`src/rtl/dmem_lsu_pkg.sv`:
```
// Shared constants, state encoding and access-legality helper for the data-memory LSU.
package dmem_lsu_pkg;

  localparam int DMEM_SIZE_DEF = 128;
  localparam int TIMEOUT_DEF   = 16;

  localparam logic [2:0] F3_B  = 3'b000;
  localparam logic [2:0] F3_H  = 3'b001;
  localparam logic [2:0] F3_W  = 3'b010;
  localparam logic [2:0] F3_BU = 3'b100;
  localparam logic [2:0] F3_HU = 3'b101;

  typedef enum logic [1:0] {
    S_IDLE = 2'd0,
    S_WAIT = 2'd1,
    S_DONE = 2'd2
  } state_t;

  // Legal = in range, naturally aligned, known size code, and no unsigned store.
  function automatic logic lsu_legal(input logic st, input logic [2:0] f3,
                                     input logic [31:0] a, input int unsigned size);
    logic ok;
    ok = (a < 32'(size));
    case (f3)
      F3_B:         ;
      F3_H:         if (a[0]) ok = 1'b0;
      F3_W:         if (a[1:0] != 2'b00) ok = 1'b0;
      F3_BU, F3_HU: if (st) ok = 1'b0;
      default:      ok = 1'b0;
    endcase
    return ok;
  endfunction

endpackage

```
`src/rtl/lsu_align.sv`:
```
// Byte-lane steering for stores and lane extraction / extension for loads.
module lsu_align
  import dmem_lsu_pkg::*;
(
  input  logic        store_i,
  input  logic [2:0]  funct3_i,
  input  logic [1:0]  addr_lo_i,
  input  logic [31:0] wdata_i,
  input  logic [31:0] drdata_i,
  output logic [3:0]  we_o,
  output logic [31:0] wdata_o,
  output logic [31:0] rdata_o
);

  logic [31:0] w_shift;

  assign w_shift = drdata_i >> {addr_lo_i, 3'b000};

  always_comb begin
    we_o    = 4'b0000;
    wdata_o = wdata_i;
    rdata_o = 32'h0;
    case (funct3_i)
      F3_B: begin
        we_o    = 4'b0001 << addr_lo_i;
        wdata_o = {4{wdata_i[7:0]}};
        rdata_o = {{24{w_shift[7]}}, w_shift[7:0]};
      end
      F3_H: begin
        we_o    = 4'b0011 << addr_lo_i;
        wdata_o = {2{wdata_i[15:0]}};
        rdata_o = {{16{w_shift[15]}}, w_shift[15:0]};
      end
      F3_W: begin
        we_o    = 4'b1111;
        rdata_o = w_shift;
      end
      F3_BU: rdata_o = {24'h0, w_shift[7:0]};
      F3_HU: rdata_o = {16'h0, w_shift[15:0]};
      default: ;
    endcase
    // Loads never write; stores return zero as their result.
    if (!store_i) we_o = 4'b0000;
    else          rdata_o = 32'h0;
  end

endmodule

```
`src/rtl/dmem_lsu.sv`:
```
// Load/store unit: IDLE/WAIT/DONE handshake to a word-wide data memory.
// Optional WAIT abort counter enabled by defining DMEM_LSU_TIMEOUT_EN.
module dmem_lsu
  import dmem_lsu_pkg::*;
#(
  parameter int DMEM_SIZE = DMEM_SIZE_DEF,
  parameter int TIMEOUT   = TIMEOUT_DEF
) (
  input  logic        clk,
  input  logic        reset,
  input  logic        req_i,
  input  logic        store_i,
  input  logic [2:0]  funct3_i,
  input  logic [31:0] addr_i,
  input  logic [31:0] wdata_i,
  output logic [31:0] rdata_o,
  output logic        done_o,
  output logic        err_o,
  output logic        busy_o,
  output logic [31:0] daddr_o,
  output logic [31:0] dwdata_o,
  output logic [3:0]  dwe_o,
  output logic        dce_o,
  input  logic [31:0] drdata_i,
  input  logic        dvalid_i
);

  if (TIMEOUT < 1 || DMEM_SIZE < 4) begin : g_bad_param
    $error("dmem_lsu: TIMEOUT must be >= 1 and DMEM_SIZE >= 4");
  end

  state_t      r_state;
  logic        r_store;
  logic [2:0]  r_f3;
  logic [31:0] r_addr;
  logic [31:0] r_wdata;
  logic [31:0] r_rdata;
  logic        r_err;

  logic        w_legal;
  logic        w_wait;
  logic        w_tmo;
  logic [3:0]  w_we;
  logic [31:0] w_dwdata;
  logic [31:0] w_rdata;

  assign w_legal = lsu_legal(store_i, funct3_i, addr_i, DMEM_SIZE);
  assign w_wait  = (r_state == S_WAIT);

  lsu_align u_align (
    .store_i   (r_store),
    .funct3_i  (r_f3),
    .addr_lo_i (r_addr[1:0]),
    .wdata_i   (r_wdata),
    .drdata_i  (drdata_i),
    .we_o      (w_we),
    .wdata_o   (w_dwdata),
    .rdata_o   (w_rdata)
  );

`ifdef DMEM_LSU_TIMEOUT_EN
  localparam int TW = $clog2(TIMEOUT + 1);
  logic [TW-1:0] r_tcnt;

  // Counts completed WAIT cycles; abort fires on the TIMEOUT-th one.
  always_ff @(posedge clk or negedge reset) begin
    if (!reset)      r_tcnt <= '0;
    else if (w_wait) r_tcnt <= r_tcnt + 1'b1;
    else             r_tcnt <= '0;
  end
  assign w_tmo = w_wait && (r_tcnt == TW'(TIMEOUT - 1));
`else
  assign w_tmo = 1'b0;
`endif

  always_ff @(posedge clk or negedge reset) begin
    if (!reset) begin
      r_state <= S_IDLE;
      r_store <= 1'b0;
      r_f3    <= 3'b000;
      r_addr  <= 32'h0;
      r_wdata <= 32'h0;
      r_rdata <= 32'h0;
      r_err   <= 1'b0;
    end else begin
      case (r_state)
        S_IDLE: if (req_i) begin
          r_store <= store_i;
          r_f3    <= funct3_i;
          r_addr  <= addr_i;
          r_wdata <= wdata_i;
          if (w_legal) begin
            r_state <= S_WAIT;
          end else begin
            r_state <= S_DONE;
            r_err   <= 1'b1;
            r_rdata <= 32'h0;
          end
        end
        S_WAIT: if (dvalid_i) begin
          r_state <= S_DONE;
          r_rdata <= w_rdata;
          r_err   <= 1'b0;
        end else if (w_tmo) begin
          r_state <= S_DONE;
          r_rdata <= 32'h0;
          r_err   <= 1'b1;
        end
        S_DONE:  r_state <= S_IDLE;
        default: r_state <= S_IDLE;
      endcase
    end
  end

  // Memory-side strobes are qualified by WAIT so nothing leaks while idle or on errors.
  assign dce_o    = w_wait;
  assign daddr_o  = w_wait ? {r_addr[31:2], 2'b00} : 32'h0;
  assign dwe_o    = w_wait ? w_we : 4'b0000;
  assign dwdata_o = w_dwdata;
  assign busy_o   = (r_state != S_IDLE);
  assign done_o   = (r_state == S_DONE);
  assign rdata_o  = r_rdata;
  assign err_o    = r_err;

endmodule

```
`config.mk`:
```
export PLATFORM = sky130hd
export DESIGN_NAME = dmem_lsu
export DESIGN_NICKNAME = d
export VERILOG_FILES = /design/src/rtl/dmem_lsu_pkg.sv /design/src/rtl/lsu_align.sv /design/src/rtl/dmem_lsu.sv
export SDC_FILE = /design/constraint.sdc
export NUM_CORES = 1
export LEC_CHECK = 0
export BUFFER_PORTS_ARGS = -buffer_cell sky130_fd_sc_hd__buf_2
export CORE_UTILIZATION = 54
export CTS_BUF_LIST = sky130_fd_sc_hd__clkbuf_2 sky130_fd_sc_hd__clkbuf_4 sky130_fd_sc_hd__clkbuf_8
export DETAILED_ROUTE_END_ITERATION = 10
export PLACE_DENSITY = 0.95
export SKIP_LAST_GASP = 1
export SYNTH_ARGS = -nofsm -noshare
export SYNTH_HDL_FRONTEND = slang
export SYNTH_SLANG_ARGS = --single-unit
```
`constraint.sdc`:
```
create_clock -name clk -period 3.38 [get_ports clk]
set_input_delay 0.338 -clock clk [delete_from_list [all_inputs] [get_ports clk]]
set_output_delay 0.338 -clock clk [all_outputs]
set_load 0.05 [all_outputs]
```
**Word level (Yosys, flattened, before mapping)**

Index checks and enable logic that the tools add are counted.
Widths: inputs -> output; s select.

- Flip-flop bits (word level): 103
- Bits of input ports: 104
- Output and inout bits: 104
- Logic and storage cells: 57

- Magnitude comparators: 1
- Equal/unequal tests: 13
- Shifts and indexed selects: 3
- Muxes and demuxes: 23
- Reduce and logical (&&, ||, !) cells: 10

Operators by type and width:

| cell | count |
|---|---|
| $mux 32 | 5 |
| $pmux 32 s5 | 1 |
| $pmux 32 s2 | 2 |
| $lt 32x8->1 const B | 1 |
| $shr 32x5->32 | 1 |
| $eq 3x3->1 const B | 4 |
| $pmux 4 s3 | 1 |
| $mux 4 | 2 |
| $eq 3x1->1 const B | 2 |
| $eq 3x2->1 const B | 2 |
| $logic_not 3->1 | 2 |
| $mux 1 | 6 |
| $mux 2 | 3 |
| $ne 2x2->1 const B | 3 |
| $reduce_bool 2->1 | 3 |
| $pmux 1 s4 | 1 |
| $pmux 2 s2 | 1 |
| $reduce_and 2->1 | 2 |
| $reduce_and 4->1 | 1 |
| $shl 1x2->4 const A | 1 |
| $shl 2x2->4 const A | 1 |
| $eq 2x1->1 const B | 1 |
| $eq 2x2->1 const B | 1 |
| $logic_not 2->1 | 1 |
| other kinds (2) | 2 |

**Longest topological paths before layout**

Gate-level depths: netlist of the first run.

- Depth in word-level cells: 6
- Depth in mapped cells: 6

**Cells and area by module**

A second synthesis of the first run with hierarchy kept.

- Cell total of the unflattened synthesis: 456
- Area total of the unflattened synthesis: 5461.5 µm²

By module, submodules not included:

| module | instances | cells an instance | area each (µm²) | sequential area each (µm²) |
|---|---|---|---|---|
| dmem_lsu | 1 | 285 | 4145.2 | 2577.5 |
| lsu_align | 1 | 171 | 1316.3 | 0.0 |

**Worst setup path before layout of the first run**

OpenSTA, ideal clock, no wires.

- Path kind: reg2out
- Start: reg r_addr[1]
- End: out dwe_o[3]
- Data arrival time: 2.371 ns
- Path slack: 0.671 ns
- Stages on the path, launching flop included: 6
- Path buffers: 3
- Path through: dfrtp_1 buf_2 buf_2 clkbuf_1 a21oi_1 a211oi_1

- Word-level cells in the longest chain between the ends: 4
- Elaborated cells between the ends (all ways): 5
- Those cells by class: 2 x shift; 3 x mux

RTL lines:

| element | line | source |
|---|---|---|
| from (decl) | dmem_lsu.sv:35 | `logic [31:0] r_addr;` |
| from (signal assigned) | dmem_lsu.sv:90 | `r_addr <= addr_i;` |
| $shl 2x2->4 or $shl 1x2->4 (tied branches) | lsu_align.sv:30, lsu_align.sv:25 |  |
| $pmux 4 s3 * | lsu_align.sv:23 | `case (funct3_i)` |
| $mux 4 * | lsu_align.sv:43 | `if (!store_i) we_o = 4'b0000;` |
| $mux 4 * | dmem_lsu.sv:118 | `assign dwe_o = w_wait ? w_we : 4'b0000;` |
| to (decl) | dmem_lsu.sv:22 | `output logic [3:0] dwe_o,` |

Every way passes the cells marked *; elsewhere a longest branch is shown, timed or not.

**Worst setup path in the final report of the first run**

- Start: reg r_state[1]
- End: out dwe_o[3]

- Word-level cells in the longest chain between the ends: 2

RTL lines:

| element | line | source |
|---|---|---|
| from (decl) | dmem_lsu.sv:32 | `state_t r_state;` |
| from (signal assigned) | dmem_lsu.sv:78 | `r_state <= S_IDLE;` |
| from (signal assigned) | dmem_lsu.sv:93 | `r_state <= S_WAIT;` |
| from (signal assigned) | dmem_lsu.sv:95 | `r_state <= S_DONE;` |
| $eq 2x1->1 | dmem_lsu.sv:48 | `assign w_wait = (r_state == S_WAIT);` |
| $mux 4 | dmem_lsu.sv:118 |  |

No other way between the ends.

==> impl_results.md, run 1 <==
- Post-CTS sizing: 0
- Residual DRC: 0
- CTS H-tree lvls: 3
- Tot Pwr: 3.195 mW
- Post-Syn Area per Cell: ~12 sq um
- VDD IR-drop max: 0.0004185 V
- Worst r2r path cells: 5
- Hold Vio Cnt, Final: 0
- Status: finished clean
- # hold bufs at CTS: 0
- Synth unique cells: 43
- Die area: between 0.01 and 0.015 sq mm
- Die Ht: a little over 100 um
- Slowest cell on crit path: dfrtp_1
- Type of the worst setup path: reg2out
- Clock tree sinks: ~100
- Startpoint types: flip-flop
- Crit-path cells: or2b_1 > inv_1 > nand3b_1 > a211oi_1 > buf_2
- Largest net degree at the start of global routing: 81
- Post-Route WL: around 14 mm
- Initial core utilization: between 50 and 60%
- Initial antenna violation count: 0
- Drt first pass iters: 4
- Worst EP required: about 3.0 ns
- CP Data Arrival Time: 2.36 ns
- ANT cells: 0
- FP Rows: 35
- Max Transition Viols Final: 0
- WL per Instance: between 15 and 20 um
- Post-DP HPWL: slightly above 10 mm
- Layout net count: ~720
- Hold WC Path Type: in2async
- First-pass GRT wire length: around 21 mm
- Max-slew headroom: 32.90%
- Core ar.: a little over 0.009 sq mm
- Post-DP Area: 0.006315 sq mm
- CTS Buf Count: 9
- Slowest stage delay, CP: 0.46 ns
- Max Fclk: 370.4 MHz
- I/O Buffers: 205
- Ys async rst share: 100.0%
- I/O pin total: 208
- Max cap viols: 0
- Footprint of the multi-input gates: between 0.002 and 0.0025 sq mm
- PwrDens: 491.4 mW/mm^2
- Synth warn: 0
- Total global-route track usage: 27.22%
- Register Area: 0.002577 sq mm
- DR vias: ~4200
- Clk_lat worst skew: about 0.37 ns
- Area Growth Syn to Fin: 23.95%
- Die width: roughly 100 um
- LEAKAGE: 3.265 nW
- CP endpoint kind: output pin
- Non-filler cells, final: ~750
- DR vias/cell: 5.620
- Initial DRC count: 152
- FILL cells: 667
- RSZ-0062 raised after global routing: false
- Min Clock Period, post-route: roughly 2.7 ns
- Sequential share of the synthesized area: between 40% and 50%
- Placed insts: approximately 740
- Synthesized instance count: about 430
- Setup Skew: 0.02313 ns
- Final instance area: 0.006501 sq mm
- Gp weighted congestion: 0.8613
- CTS root buf: clkbuf_8
- Period utilisation layout: 79.89%
- Clk pin slew, worst setup/hold paths: 0.11 ns
- Syn Std Cell Area: 0.005245 sq mm
- Final TNS setup: 0 ns
- Post-synth EDFFs: 0
- CTS Buffer Depth: 2
- Seq cells post-synth: 103
- TritonCTS clock tree: done
- Final Setup Violations: 0
- Tightest Pin Transition: ~1.0 ns
- Post-route ant nets: 0
- Share of layout cells above drive strength 1: between 50% and 60%
- Post-synth top flop: dfrtp_1
- Vias in the first global route: about 4300
- Post CTS Setup Buffer Count: 0
- Global route overflow: 0
- Worst-path fanout max: 9
==> logic make-up after synthesis <==
family | Yosys count | share of synthesized area [%]
compound gates | 71 | 11.59
buf+inv | 41 | 4.485
other cells | 1 | 0.07150
xor+xnor | 1 | 0.1670
flops | 103 | 49.14
simple gates | 98 | 10.69
mux | 113 | 23.85
==> Yosys cell counts (all sizes together), types with 2 or more instances <==
master / count / area [sq um]
a211o: 8 / 70.07
a211oi: 3 / 22.52
a21o: 2 / 15.01
a21oi: 11 / 55.05
a221o: 23 / 231.5
a32o: 7 / 70.07
and2: 31 / 193.9
buf: 29 / 190.2
clkbuf: 8 / 30.03
dfrtp: 103 / 2577
inv: 4 / 15.01
mux2: 93 / 1051
mux2i: 20 / 200.2
nand2: 17 / 63.81
nand3: 2 / 10.01
nor2: 18 / 67.56
nor2b: 10 / 62.56
nor3: 5 / 41.29
nor4: 7 / 62.56
o21ai: 11 / 55.05
o2bb2ai: 2 / 17.52
or2: 2 / 12.51
==> worst max-delay path: cells and delay by family (launching register included) <==
family                 cells  cell delay (ns)
AOI/OAI and AO/OA          1             0.46
and+or+nand+nor            2             0.52
DFF                        1             0.46
buffers and inverters      2             0.57
==> path summary, 6_finish.rpt <==
path / slack (ns) / from / to
worst min register to register: 0.50 / rdata_o[5] / rdata_o[5]
worst max-delay path: 0.68 / r_state[1] / dwe_o[3]
min in group clk: 0.20 / dvalid_i / r_state[0]
max in group asynchronous: 2.45 / reset / rdata_o[21]
worst min-delay path: 0.12 / reset / r_addr[29]
worst max register to register: 1.06 / r_state[0] / rdata_o[13]
==> stage by stage <==
step	utilization, %	worst slack (ns)	hold slack (ns)
floorplan	-	0.6715	0.04241
global placement	67.70	0.8948	0.4732
detailed placement	67.70	0.8685	0.4763
CTS	69.70	0.6822	0.1617
global route	69.70	0.5983	0.1813
finish	69.70	0.6799	0.1198
==> registers in the layout, summed over array words and instances, names as in the netlist <==
register,count
r_store,1
r_addr,32
rdata_o,32
r_state,2
r_wdata,32
r_f3,3
err_o,1
==> placed cells by master (no fill, tap or decap), drive strengths merged <==
master   instances
a21oi           11
nor2            18
xor2             1
nor4             7
and2            31
mux2            93
o21a             1
nor3             5
buf            215
a32o             7
inv              9
a211oi           3
a2111oi          1
or2b             1
o31a             1
conb             2
o21ai           11
and4bb           1
o41ai            1
or2              2
clkbuf          10
clkinv           1
nand2           17
a211o            8
nand2b           1
or3              1
nand3b           1
a221o           23
nor2b           10
dfrtp          103
mux2i           20
a21o             2
nand3            2
nand4            1
o2bb2ai          2
==> metal layers <==
metal / vias to the layer above / global-route usage, % / share of wire [%]
met5: - / 0 / 0
met4: 0 / 9.365 / 2.0
li1: 1942 / - / -
met1: 2061 / 33.59 / 39
met3: 24 / 5.964 / 7.3
met2: 199 / 47.31 / 52
==> power breakdown <==
group / internal [mW] / total [mW] / switching, mW
sequential: 1.36 / 1.48 / 0.118
clock: 0.301 / 0.749 / 0.447
combinational: 0.358 / 0.971 / 0.612
==> area by class of cell <==
| class | instances | share of cell area [%] |
|---|---|---|
| Sequential cell | 103 | 39.65 |
| Multi-Input combinational cell | 285 | 37.61 |
| Timing Repair Buffer | 215 | 17.17 |
| Tap cell | 129 | 2.483 |
| Clock buffer | 10 | 2.117 |
| Clock inverter | 6 | 0.7506 |
| Inverter | 4 | 0.2309 |
(Power assumes the default switching activity.)
==> run 2, diff against run 1 <==
--- a/config.mk
+++ b/config.mk
@@ -6,10 +6,10 @@
 export NUM_CORES = 1
 export LEC_CHECK = 0
 export BUFFER_PORTS_ARGS = -buffer_cell sky130_fd_sc_hd__buf_2
-export CORE_UTILIZATION = 54
+export CORE_UTILIZATION = 46
 export CTS_BUF_LIST = sky130_fd_sc_hd__clkbuf_2 sky130_fd_sc_hd__clkbuf_4 sky130_fd_sc_hd__clkbuf_8
 export DETAILED_ROUTE_END_ITERATION = 10
-export PLACE_DENSITY = 0.95
+export PLACE_DENSITY = 0.87
 export SKIP_LAST_GASP = 1
 export SYNTH_ARGS = -nofsm -noshare
 export SYNTH_HDL_FRONTEND = slang
==> constraint.sdc (replaced) <==
create_clock -name clk -period 2.4 [get_ports clk]
set_input_delay 0.24 -clock clk [delete_from_list [all_inputs] [get_ports clk]]
set_output_delay 0.24 -clock clk [all_outputs]
set_load 0.05 [all_outputs]
==> run 2 against run 1 <==
- worst hold slack lost 0.035 ns
- count of clock-buffer cells in the layout rose by 1
- routed wire length fell by 1.7%
- combinational power rose by 43%
- clock power is 51% higher
- design area grew 1.6%
- cell count increased by 1.5%
==> impl_results.md, run 2 (synthesized netlist as in run 1, its figures left out) <==
- Status: finished clean
- ANT cells: 0
- Register-to-Register Setup Slack: between 0.2 and 0.3 ns
- R2r startpoint: r_state[1]
- Fin util: 60.13%
- Most frequent cells in the layout: buf_2 (202), dfrtp_1 (103), mux2_2 (92), and2_1 (31), a221o_1 (22)
- Share of layout cells above drive strength 1: 54.09%
- VDD IR-drop max: 0.0005027 V
- Met3 usage: under 10%
- Reg-to-reg endpoint: rdata_o[29]
- Die area: between 0.01 and 0.015 sq mm
- Area Growth Syn to Fin: 25.91%
- CTS root buf: clkbuf_8
- Max-slew headroom: 32.14%
- Slowest cell on crit path: dfrtp_1
- Post-Route WL: 13.37 mm
- Max cap viols: 0
- Max Transition Viols Final: 0
- Slowest stage delay, CP: between 0.5 and 0.6 ns
- Startpoint types: flip-flop
- CTS H-tree lvls: 3
- Post-DP Area: 0.006381 sq mm
- Post-DP HPWL: 9.967 mm
- Clk pin slew, worst setup/hold paths: roughly 0.090 ns
- FILL cells: 888
- Hold Vio Cnt, Final: 0
- Tot Pwr: 4.580 mW
- Initial DRC count: 161
- Die Ht: about 110 um
- I/O Buffers: 205
- Final instance area: 0.006604 sq mm
- Min Clock Period, post-route: around 2.3 ns
- Post-route ant nets: 0
- I/O pin total: roughly 210
- Leading cell type in the layout, fill and taps excluded: buf_2
- Setup Skew: 0.006584 ns
- FP Rows: 38
- Min-delay src: dvalid_i
- CP Data Arrival Time: 2.05 ns
- Layout net count: 722
- Clk_lat worst skew: 0.36 ns
- DR vias: ~4200
- Worst r2r path cells: 4
- Type of the worst setup path: reg2out
- CTS Buffer Depth: 2
- Tightest Pin Transition: 1.010 ns
- Worst-path fanout max: 13
- WL per Instance: 17.53 um
- Residual DRC: 0
- Core ar.: 0.01098 sq mm
- Worst EP required: between 2 and 2.5 ns
- Vias in the first global route: slightly above 4000
- Initial core utilization: 47.76%
- Die width: roughly 110 um
- Clock tree sinks: roughly 100
- Met2 Usage GRT: 38.38%
- Final Setup Violations: 0
- TritonCTS clock tree: done
- PwrDens: 693.5 mW/mm^2
- Worst hold path endpoint: r_state[0]
- LEAKAGE: 3.288 nW
- Initial antenna violation count: 0
- CP endpoint kind: output pin
- Gr busiest metal: met2
- Period utilisation layout: 95.33%
- Total global-route track usage: between 20% and 30%
- Gp weighted congestion: 0.8714
- Hold depth: 2
- Global route overflow: 0
- DR vias/cell: 5.512
- Max Fclk: approximately 440 MHz
- Hold WC Path Type: in2reg
- Final TNS setup: 0 ns
- First-pass GRT wire length: 20.30 mm
- CTS Buf Count: 9
- RSZ-0062 raised after global routing: false
- Crit-path cells: nor3_4 > mux2_2 > buf_2
- Drt first pass iters: 4
- Met1 Usage GRT: 27.55%
- Largest net degree at the start of global routing: 71
run 2: changes by cell type in the layout (fill, tap and decap cells not counted):
cell           previous run  this run
a211oi_1                  3         1
a211oi_2                  0         2
buf_12                    1         5
buf_2                   204       202
buf_4                    10         7
bufinv_16                 0         1
clkbuf_8                 10        11
clkinv_2                  1         2
clkinv_4                  0         1
clkinvlp_4                0         1
dlygate4sd3_1             0         1
inv_6                     5         0
run 2: routing by layer:
metal  vias up  part of all wire [%]
met2       171                    50
met4         0                   1.3
met1      2080                    41
met3        14                   7.3
met5         -                     0
li1       1941                     -
run 2: how the worst max path moves through the flow:
stage | startpoint | to | slack, ns
floorplan | r_state[1] | dwe_o[1] | 0.008
global placement | addr_i[31] | rdata_o[8] | 0.38
detailed placement | r_state[1] | rdata_o[29] | 0.34
CTS | r_f3[1] | dwdata_o[15] | 0.02
global route | r_f3[1] | dwdata_o[15] | 0.007
finish | r_f3[1] | dwdata_o[15] | 0.11
run 2: area by class of cell:
class	instances	area, sq um	area share [%]
clock buffer	11	151.4	2.293
clock inverter	5	56.30	0.8526
inverter	4	15.01	0.2274
multi-input combinational	285	2455	37.17
sequential	103	2577	39.03
tap	140	175.2	2.653
timing repair buffer	215	1174	17.77
run 2: worst max-delay path, delay by kind of cell (launching register included):
kind,cells,cell delay [ns]
flops,1,0.57
simple gates,1,0.49
mux,1,0.42
buf+inv,1,0.22
run 2: per-stage QoR:
stage          worst slack (ns)  cells  hold WS, ns
5_1_grt                0.007407    763      0.06043
2_1_floorplan          0.007595    429     -0.05559
6_report                 0.1120    763      0.08522
3_3_place_gp             0.3811    746       0.2823
4_1_cts                 0.02132    763      0.06703
3_5_place_dp             0.3372    746       0.2861
run 2: report_power, final:
part	total, mW	internal [mW]	switching, mW
clock	1.13	0.538	0.590
sequential	2.06	1.91	0.148
combinational	1.39	0.515	0.877
total	4.58	2.97	1.61
run 2: repair_timing:
action / 4_1_cts / 5_1_grt
hold buffers: 1 / 0
hold endpoints to repair: 46 / 0
setup buffers: 0 / 0
gates resized for setup: 0 / 1
endpoints found under the setup margin: 0 / 9
==> run 3, diff against run 2 <==
--- a/config.mk
+++ b/config.mk
@@ -5,10 +5,11 @@
 export SDC_FILE = /design/constraint.sdc
 export NUM_CORES = 1
 export LEC_CHECK = 0
-export BUFFER_PORTS_ARGS = -buffer_cell sky130_fd_sc_hd__buf_2
-export CORE_UTILIZATION = 46
+export CORE_UTILIZATION = 60
 export CTS_BUF_LIST = sky130_fd_sc_hd__clkbuf_2 sky130_fd_sc_hd__clkbuf_4 sky130_fd_sc_hd__clkbuf_8
 export DETAILED_ROUTE_END_ITERATION = 10
+export DONT_BUFFER_PORTS = 1
+export GPL_TIMING_DRIVEN = 0
 export PLACE_DENSITY = 0.87
 export SKIP_LAST_GASP = 1
 export SYNTH_ARGS = -nofsm -noshare
==> run 3 against run 2 <==
- the run now ends with hold timing left
- clock power barely moved
- clock skew rose by 0.0081 ns
- core utilization rose by 10 points
- sequential power barely moved
- critical path type unchanged
- largest cell class is now multi-input gates
==> impl_results.md, run 3 (synthesized netlist as in run 1, its figures left out) <==
- Max-slew headroom: 38.15%
- First-pass GRT wire length: 19.69 mm
- Largest net degree at the start of global routing: between 100 and 150
- I/O Buffers: 0
- VDD IR-drop max: 0.0005906 V
- Hold Vio Cnt, Final: around 100
- Worst r2r path cells: 6
- R2r startpoint: r_state[0]
- Tightest Pin Transition: 0.9258 ns
- Gp weighted congestion: roughly 0.82
- Critical Path Stages: 5
- Die Ht: 95.50 um
- Leading cell type in the layout, fill and taps excluded: dfrtp_1
- FILL cells: 599
- Total global-route track usage: 28.96%
- Area Growth Syn to Fin: 11.55%
- CTS Buffer Depth: 2
- WL per Instance: between 20 and 25 um
- CP endpoint kind: output pin
- Post-DP Area: 0.005390 sq mm
- Clk_lat worst skew: 0.36 ns
- DR vias/cell: 6.586
- Tot Pwr: 4.486 mW
- Slowest stage delay, CP: 0.58 ns
- I/O pin total: roughly 210
- Worst EP required: roughly 2.2 ns
- Max Transition Viols Final: 0
- Top Family by Delay on Critical Path: compound AO/OA/AOI/OAI gates
- DR vias: about 3700
- Initial antenna violation count: 0
- Post-route ant nets: 0
- PwrDens: 766.8 mW/mm^2
- Final instance area: around 0.006 sq mm
- Clock tree sinks: 103
- CTS Buf Count: 9
- Slowest cell on crit path: a211oi_4
- Residual DRC: 0
- Register-to-Register Setup Slack: 0.26 ns
- Final Setup Violations: 0
- Status: complete, but fails checks
- Layout net count: about 550
- Clk pin slew, worst setup/hold paths: 0.10 ns
- CTS root buf: clkbuf_8
- Core ar.: 0.008341 sq mm
- Non-filler cells, final: 558
- Share of layout cells above drive strength 1: a little over two fifths
- Hold WC Path Type: in2async
- CP Capture Point: dwe_o[3]
- Critical Path Source: r_addr[1]
- FP Rows: 33
- ANT cells: 0
- Violated checks: hold timing
- Die area: about 0.009 sq mm
- Crit path buf inv count: 3
- Final hold slack: -0.4467 ns
- Vias in the first global route: roughly 3800
- Crit-path cells: buf_2 > buf_6 > clkbuf_4 > a21oi_1 > a211oi_4
- Type of the worst setup path: reg2out
- CTS H-tree lvls: 3
- Global route overflow: 0
- Post-DP HPWL: approximately 9.6 mm
- Most frequent cells in the layout: dfrtp_1 (100), mux2_2 (92), a221o_1 (22), mux2i_1 (20), and2_2 (19)
- Startpoint types: flip-flop
- Initial DRC count: around 160
- CP Data Arrival Time: about 2.1 ns
- TritonCTS clock tree: done
- Drt first pass iters: 4
- Initial core utilization: 62.89%
- RSZ-0062 raised after global routing: true
- Placed insts: 534
- Reg-to-reg endpoint: rdata_o[18]
- Die width: 95.50 um
- Max Fclk: 427.1 MHz
- Min Clock Period, post-route: about 2.3 ns
- Setup Skew: 0.01471 ns
- Worst-path fanout max: 10
- Post-Route WL: between 10 and 15 mm
- LEAKAGE: 2.529 nW
- Period utilisation layout: 97.56%
- Max cap viols: 0
-- run 3: worst min-delay path by stage --
stage / startpoint / end / slack (ns) / cells past startpoint
after global placement: reset / r_addr[4] / -0.05 / 0
after CTS: reset / r_addr[3] / -0.45 / 0
after detailed placement: reset / r_addr[3] / -0.05 / 0
after global routing: reset / r_addr[4] / -0.46 / 0
after floorplan: reset / err_o / -0.06 / 0
final: reset / r_addr[3] / -0.45 / 0
-- run 3: final cells by class --
class	instances	area (sq um)	area share (%)
multi-input combinational	285	2611	44.63
sequential	103	2581	44.12
buffer	37	244.0	4.170
tap	105	131.4	2.246
clock buffer	9	123.9	2.117
timing repair buffer	9	75.07	1.283
clock inverter	6	68.82	1.176
inverter	4	15.01	0.2566
-- run 3: per-layer routing --
layer,share of wire (%),vias up,track usage [%]
met2,52,191,50.83
li1,-,1600,-
met4,1.8,0,10.07
met1,37,1862,33.75
met5,0,-,0
met3,9.2,22,8.293
-- run 3: power breakdown --
group | internal [mW] | leakage (nW) | switching (mW) | total (mW)
sequential | 1.91 | 1.28 | 0.126 | 2.04
clock | 0.487 | 0.0965 | 0.610 | 1.10
combinational | 0.459 | 1.16 | 0.891 | 1.35
-- run 3: timing repair --
item / 4_1_cts / 5_1_grt
cloned: 0 / 0
setup endpoints to repair: 38 / 52
pin swaps: 4 / 2
setup buffers: 2 / 4
gates resized for setup: 42 / 20
hold buffers: 2 / 1
hold endpoints to repair: 105 / 104
-- run 3: stage by stage --
stage	utilization, %	hold WS, ns	setup slack [ns]	setup TNS (ns)
6_report	70.15	-0.4467	0.05866	0
3_5_place_dp	64.63	-0.05298	-0.3203	-2.651
4_1_cts	69.07	-0.4497	0.003109	0
2_1_floorplan	-	-0.05559	0.007595	0
3_3_place_gp	64.57	-0.05321	-0.4465	-3.138
5_1_grt	70.15	-0.4647	-0.003534	-0.003534
